### src/rtl/pc_sequencer.sv
// Architectural PC owner: issues fetch addresses over valid/ready, buffers one redirect, traps on misaligned targets.
// Optional `PC_SEQ_COMPRESSED_EN: 2-byte alignment and +2 increment when i_is_compressed is high at transfer.
module pc_sequencer #(
    parameter logic [31:0] RESET_PC    = 32'h0000_0000,
    parameter logic [31:0] TRAP_VECTOR = 32'h0000_0100
) (
    input  logic        i_clk,
    input  logic        i_rst_n,
    output logic        o_fetch_valid,
    input  logic        i_fetch_ready,
    output logic [31:0] o_fetch_pc,
    output logic [31:0] o_pc_plus4,
    input  logic        i_redirect_valid,
    input  logic [31:0] i_redirect_target,
    input  logic        i_stall,
    output logic        o_misalign_trap,
    output logic [31:0] o_trap_pc,
`ifdef PC_SEQ_COMPRESSED_EN
    input  logic        i_is_compressed,
`endif
    input  logic        i_trap_clear
);

    typedef enum logic [1:0] {BOOT, RUN, TRAP} state_t;

`ifdef PC_SEQ_COMPRESSED_EN
    localparam logic [31:0] ALIGN_MASK = 32'h0000_0001;
`else
    localparam logic [31:0] ALIGN_MASK = 32'h0000_0003;
`endif

    state_t      r_state;
    logic [31:0] r_pc;
    logic        r_pend_vld;
    logic [31:0] r_pend_tgt;
    logic [31:0] r_trap_pc;
    logic        r_hold;

    state_t      w_state_nxt;
    logic [31:0] w_pc_nxt;
    logic        w_pend_vld_nxt;
    logic [31:0] w_pend_tgt_nxt;
    logic [31:0] w_trap_pc_nxt;
    logic        w_hold_nxt;
    logic        w_xfer;
    logic        w_have_tgt;
    logic [31:0] w_tgt;
    logic        w_misalign;
    logic [31:0] w_incr;

    assign o_fetch_pc      = r_pc;
    assign o_pc_plus4      = r_pc + 32'd4;
    assign o_misalign_trap = (r_state == TRAP);
    assign o_trap_pc       = r_trap_pc;
    // Once offered, a request is held regardless of stall until accepted.
    assign o_fetch_valid   = (r_state == RUN) && (!i_stall || r_hold);
    assign w_xfer          = o_fetch_valid && i_fetch_ready;

    // A live redirect beats a buffered one; both beat the sequential increment.
    assign w_have_tgt = i_redirect_valid || r_pend_vld;
    assign w_tgt      = i_redirect_valid ? i_redirect_target : r_pend_tgt;
    assign w_misalign = w_have_tgt && ((w_tgt & ALIGN_MASK) != 32'd0);

`ifdef PC_SEQ_COMPRESSED_EN
    assign w_incr = i_is_compressed ? 32'd2 : 32'd4;
`else
    assign w_incr = 32'd4;
`endif

    always_comb begin
        w_state_nxt    = r_state;
        w_pc_nxt       = r_pc;
        w_pend_vld_nxt = r_pend_vld;
        w_pend_tgt_nxt = r_pend_tgt;
        w_trap_pc_nxt  = r_trap_pc;
        w_hold_nxt     = 1'b0;
        case (r_state)
            BOOT: begin
                w_state_nxt = RUN;
                if (i_redirect_valid) begin
                    w_pend_vld_nxt = 1'b1;
                    w_pend_tgt_nxt = i_redirect_target;
                end
            end
            RUN: begin
                w_hold_nxt = o_fetch_valid && !i_fetch_ready;
                if (w_xfer) begin
                    w_pend_vld_nxt = 1'b0;
                    if (w_misalign) begin
                        w_state_nxt   = TRAP;
                        w_trap_pc_nxt = w_tgt;
                    end else if (w_have_tgt) begin
                        w_pc_nxt = w_tgt;
                    end else begin
                        w_pc_nxt = r_pc + w_incr;
                    end
                end else if (i_redirect_valid) begin
                    w_pend_vld_nxt = 1'b1;
                    w_pend_tgt_nxt = i_redirect_target;
                end
            end
            TRAP: begin
                if (i_trap_clear) begin
                    w_state_nxt = RUN;
                    w_pc_nxt    = TRAP_VECTOR;
                end
            end
            default: w_state_nxt = BOOT;
        endcase
    end

    always_ff @(posedge i_clk or negedge i_rst_n) begin
        if (!i_rst_n) begin
            r_state    <= BOOT;
            r_pc       <= RESET_PC;
            r_pend_vld <= 1'b0;
            r_pend_tgt <= 32'd0;
            r_trap_pc  <= 32'd0;
            r_hold     <= 1'b0;
        end else begin
            r_state    <= w_state_nxt;
            r_pc       <= w_pc_nxt;
            r_pend_vld <= w_pend_vld_nxt;
            r_pend_tgt <= w_pend_tgt_nxt;
            r_trap_pc  <= w_trap_pc_nxt;
            r_hold     <= w_hold_nxt;
        end
    end

endmodule

### config.mk
export PLATFORM = sky130hd
export DESIGN_NAME = pc_sequencer
export DESIGN_NICKNAME = d
export VERILOG_FILES = /design/src/rtl/pc_sequencer.sv
export SDC_FILE = /design/constraint.sdc
export NUM_CORES = 1
export LEC_CHECK = 0
export ABC_AREA = 1
export CORE_AREA = 5 5 125 127
export CTS_CLUSTER_SIZE = 8
export DETAILED_ROUTE_END_ITERATION = 8
export DIE_AREA = 0 0 130 132
export HOLD_SLACK_MARGIN = 0.08
export PLACE_DENSITY_LB_ADDON = 0.2
export RECOVER_POWER = 50
export SLEW_MARGIN = 20
export SYNTH_ARGS = -nofsm -noshare
export SYNTH_HDL_FRONTEND = slang
export SYNTH_SLANG_ARGS = --single-unit
### constraint.sdc
create_clock -name i_clk -period 3.56 [get_ports i_clk]
set_clock_uncertainty 0.1 [all_clocks]
set_input_delay 0.712 -clock i_clk [delete_from_list [all_inputs] [get_ports i_clk]]
set_output_delay 0.712 -clock i_clk [all_outputs]
set_load 0.1 [all_outputs]
After elaboration in Yosys (flattened, before gate mapping)
Index checks and enable logic that the tools add are counted.
{ "word_totals": {"regBits": 100, "input_bits": 38, "out_inout_bits": 98} }
{ "op_classes": {"addsub": 1, "n_eq_ne": 7, "mux": 16, "reduce_logical": 16} }
{ "op_table": {"columns": ["cell", "n"], "rows": [
  ["32-bit 2-to-1 mux", 6],
  ["32-bit case mux with 2 select lines", 2],
  ["32-bit by 3-bit adder with 32-bit output (second input constant)", 1],
  ["32-bit nonzero test", 1],
  ["2-bit != test (second input constant)", 4],
  ["2-bit 2-to-1 mux", 3],
  ["2-bit case mux with 3 select lines", 1],
  ["3-bit AND reduction", 2],
  ["1-bit logical AND", 4],
  ["4-bit AND reduction", 1],
  ["2-bit nonzero test", 2],
  ["1-bit 2-to-1 mux", 3],
  ["2-bit by 1-bit equality test with 1-bit output (second input constant)", 1],
  ["2-bit equality test (second input constant)", 1],
  ["1-bit zero test", 2],
  ["2-bit zero test", 1],
  ["1-bit logical OR", 2],
  ["2-bit by 1-bit != test with 1-bit output (second input constant)", 1],
  ["1-bit case mux with 2 select lines", 1],
  ["2-bit AND reduction", 1]
]} }

Longest topological paths before layout
{ "logic_depth": {"word_depth": 6, "mapped_depth": 11, "depth_no_buf": 10} }

Worst setup path after synthesis
OpenSTA, ideal clock, no wires.
{ "synth_timing": {"path_type": "register to output", "start": "register r_pc[2], in the netlist o_fetch_pc[2]", "end": "output port o_pc_plus4[31]", "t_arrival_ns": 3.108, "required_time_ns": 2.748, "path_slack_ns": -0.360, "stages_incl_launch_ff": 7, "path_cell_list": "dfrtp_1 inv_1 nor2_2 nand2_1 nor2_1 nand3_1 nand2_1"} }
{ "synth_between": {"elab_chain_len": 1} }
{ "synth_rtl": {"columns": ["item", "line_no", "source"], "rows": [
  ["from (decl)", "33", "logic [31:0] r_pc;"],
  ["from (signal assigned)", "122", "r_pc <= w_pc_nxt;"],
  ["32-bit by 3-bit adder with 32-bit output", "52", "assign o_pc_plus4 = r_pc + 32'd4;"],
  ["to (decl)", "12", "output logic [31:0] o_pc_plus4,"]
]} }
Every way passes these cells.

Worst setup path after layout
{ "layout_timing": {"start": "register r_pc[2], in the netlist o_fetch_pc[2]", "end": "output port o_pc_plus4[18]"} }
The elaborated chain is that of the path after synthesis.

==> flow_metrics.py <==
metrics = {
    "global_route": {
        "grt_max_degree": 56,
        "grt_pass1_wl_um": 25990,
        "grtUsageTotal_pct": 18.85,
        "overflow": 0,
        "grt_pass1_vias": 5130,
        "antenna_found_initial": 0,
    },
    "drt": {
        "routed-via-count": 5320,
        "wl_um": 15670,
        "ant_nets": 0,
        "routed_via_density": 4.754,
        "wl_per_cell_um": 14.00,
        "dr.pass1.iters": 5,
        "drc_errors": 0,
        "first_iter_violations": 323,
    },
    "status": {
        "status": "completed",
    },
    "setup_path": {
        "cpMostUsedCell": "nand2_1",
        "crit_path_cell_trace": "ha_1, nand2_1, nor2_1, nand2_1, nor2_1, nand2_1, nand2_1, buf_4",
        "critical-path-max-stage-delay_ns": 0.44,
        "r2r_setup_slack_ns": 1.07,
        "crit_required_ns": 2.75,
        "reg2reg_to": "r_pend_tgt[26]",
        "cp_slowest_cell": "dfrtp_2",
        "critPathCaptureType": "primary output",
        "reg2reg_from": "r_state[0]",
        "crit_fanout": 6,
        "start_kind": "flip-flop",
        "critPathKind": "flip-flop to primary output",
        "worst-endpoint-arrival_ns": 2.30,
        "worstRegToRegCells": 8,
    },
    "timing": {
        "period_minus_slack_ns": 3.112,
        "hold_violations": 0,
        "timing.setup.tns_ns": 0,
        "fmax_mhz": 321.4,
        "worstMarginPinSlew_ns": 1.370,
        "setup-violations-final": 0,
        "relSlewSlack_pct": 8.689,
        "maxSlewViolCount": 0,
        "fin_crit_sh_pct": 87.40,
        "grt_setup_unrepaired": "no",
    },
    "min_path": {
        "min_to": "o_trap_pc[6]",
        "min_path_type": "flip-flop to flip-flop",
        "hold_depth": 2,
        "min_from": "o_trap_pc[6]",
    },
    "yosys": {
        "synthSimpleGateAreaFrac_pct": 36.58,
        "async_reset_ff_share_pct": 100.0,
        "syn-num-nets": 852,
        "synth_area_um2": 5640,
        "yosys_register_bits": 100,
        "ys.flop_type": "dfrtp_1",
        "synth_compound_area_share_pct": 8.873,
        "syn_area_per_cell_um2": 6.938,
        "synth_xor_area_share_pct": 0.6211,
        "synth-edff-count": 0,
        "synth_mux_area_share_pct": 0,
        "synth_top_family_by_area": "simple AND/OR/NAND/NOR gates",
        "ys_seq_area_share_pct": 44.37,
        "synthCells": 813,
        "synthAdderAreaFrac_pct": 0.2218,
        "yosysWarnings": 0,
        "synth.distinct_cells": 27,
    },
    "placement": {
        "placedCellCount": 1103,
        "io_buffers": 135,
        "hpwlAfterDp_um": 11620,
        "gp_congestion": 0.8681,
    },
    "cells_and_area": {
        "synthToLayoutAreaGrowth_pct": 24.45,
        "regArea_um2": 2504,
        "final_common_cell": "nand2_1",
        "diodes": 0,
        "layout_common_cells": "nand2_1, dfrtp_1, inv_1, o21ai_0, buf_4",
        "nFillCells": 1515,
        "fin_cells": 1119,
        "drive_gt1_share_pct": 12.94,
        "fin_nets": 969,
        "multi_input_area_um2": 2603,
    },
    "clocking": {
        "clockBufferDepth": 2,
        "cts_buffers": 9,
        "post_cts_buffers": 0,
        "cts.sinks": 100,
        "tritoncts": "built",
        "cts_hold_buf": 0,
        "htree_levels": 3,
        "clkSlewWorstSetupHoldPaths_ns": 0.07,
        "cts_resized": 0,
        "clk_latency_ns": 0.34,
        "clockRootBuffer": "clkbuf_16",
    },
    "floorplanning": {
        "fp.coreArea_um2": 14310,
        "fp.dieH_um": 132,
        "die_w_um": 130,
        "die_area_um2": 17160,
        "start_util_pct": 39.41,
        "io_pins": 136,
        "rows": 44,
    },
    "flow_run": {
        "maxCapViolCount": 0,
    },
}
==> critical path, delay by kind of cell (launching register included) <==
kind | cells | cell delay [ns]
adders and majority gates | 1 | 0.20
buffers and inverters | 1 | 0.30
DFF | 1 | 0.44
and+or+nand+nor | 6 | 1.01
==> state kept, by name, indices dropped and copies added (netlist names) <==
name and flops:
o_trap_pc 32, r_pend_vld 1, r_state 2, r_pend_tgt 32, r_hold 1, o_fetch_pc 32
==> cells by family (layout without fill, tap and decap cells) <==
group | Yosys count | in the layout
AND/OR/NAND/NOR | 499 | 499
buffers and inverters | 121 | 243
AO/OA/AOI/OAI | 88 | 88
flip-flops | 100 | 100
XOR/XNOR | 4 | 4
adder cells (fa/ha/maj) | 1 | 1
==> worst max path at each step <==
stage	startpoint	endpoint	slack, ns
finish	o_fetch_pc[2]	o_pc_plus4[18]	0.45
floorplan	o_fetch_pc[2]	o_pc_plus4[17]	0.02
global placement	i_fetch_ready	o_fetch_pc[22]	0.71
CTS	o_fetch_pc[2]	o_pc_plus4[26]	0.41
global route	o_fetch_pc[2]	o_pc_plus4[18]	0.20
detailed placement	i_fetch_ready	o_fetch_pc[23]	0.66
==> cell usage after synthesis (all sizes together), types with 4 or more instances <==
master	count	area [µm²]
nand2	358	1376
dfrtp	100	2502
inv	88	330.3
o21ai	82	459.2
nor2	64	277.8
nand3	55	287.8
buf	18	140.1
clkbuf	15	56.30
nor3	13	65.06
a21oi	6	41.29
or2	4	25.02
==> area by class of cell <==
class	count	share of cell area, %
tap	184	3.280
clock inverter	2	0.5526
timing repair buffer	139	14.47
inverter	88	4.759
multi-input combinational	592	37.08
clock buffer	14	4.189
sequential	100	35.67
==> per-layer routing <==
metal	vias up	GRT usage, %	wire, µm
li1	2752	-	-
met1	2425	26.98	7493
met2	123	29.14	7090
met3	20	2.958	788
met4	0	6.178	297
met5	-	0	0
==> through the flow <==
stage | setup slack, ns | cell area, µm² | utilization (%) | hold WS (ns)
finish | 0.4484 | 7019 | 49.04 | 0.3746
global route | 0.2002 | 7019 | 49.04 | 0.3962
CTS | 0.4099 | 7183 | 50.18 | 0.3378
detailed placement | 0.6636 | 6850 | 47.86 | 0.3642
global placement | 0.7145 | 6850 | 47.86 | 0.3628
floorplan | 0.02368 | 5655 | - | 0.3164
Power is not shown: default switching activity piles up to over one toggle a cycle in this logic, so the estimate is an artifact.
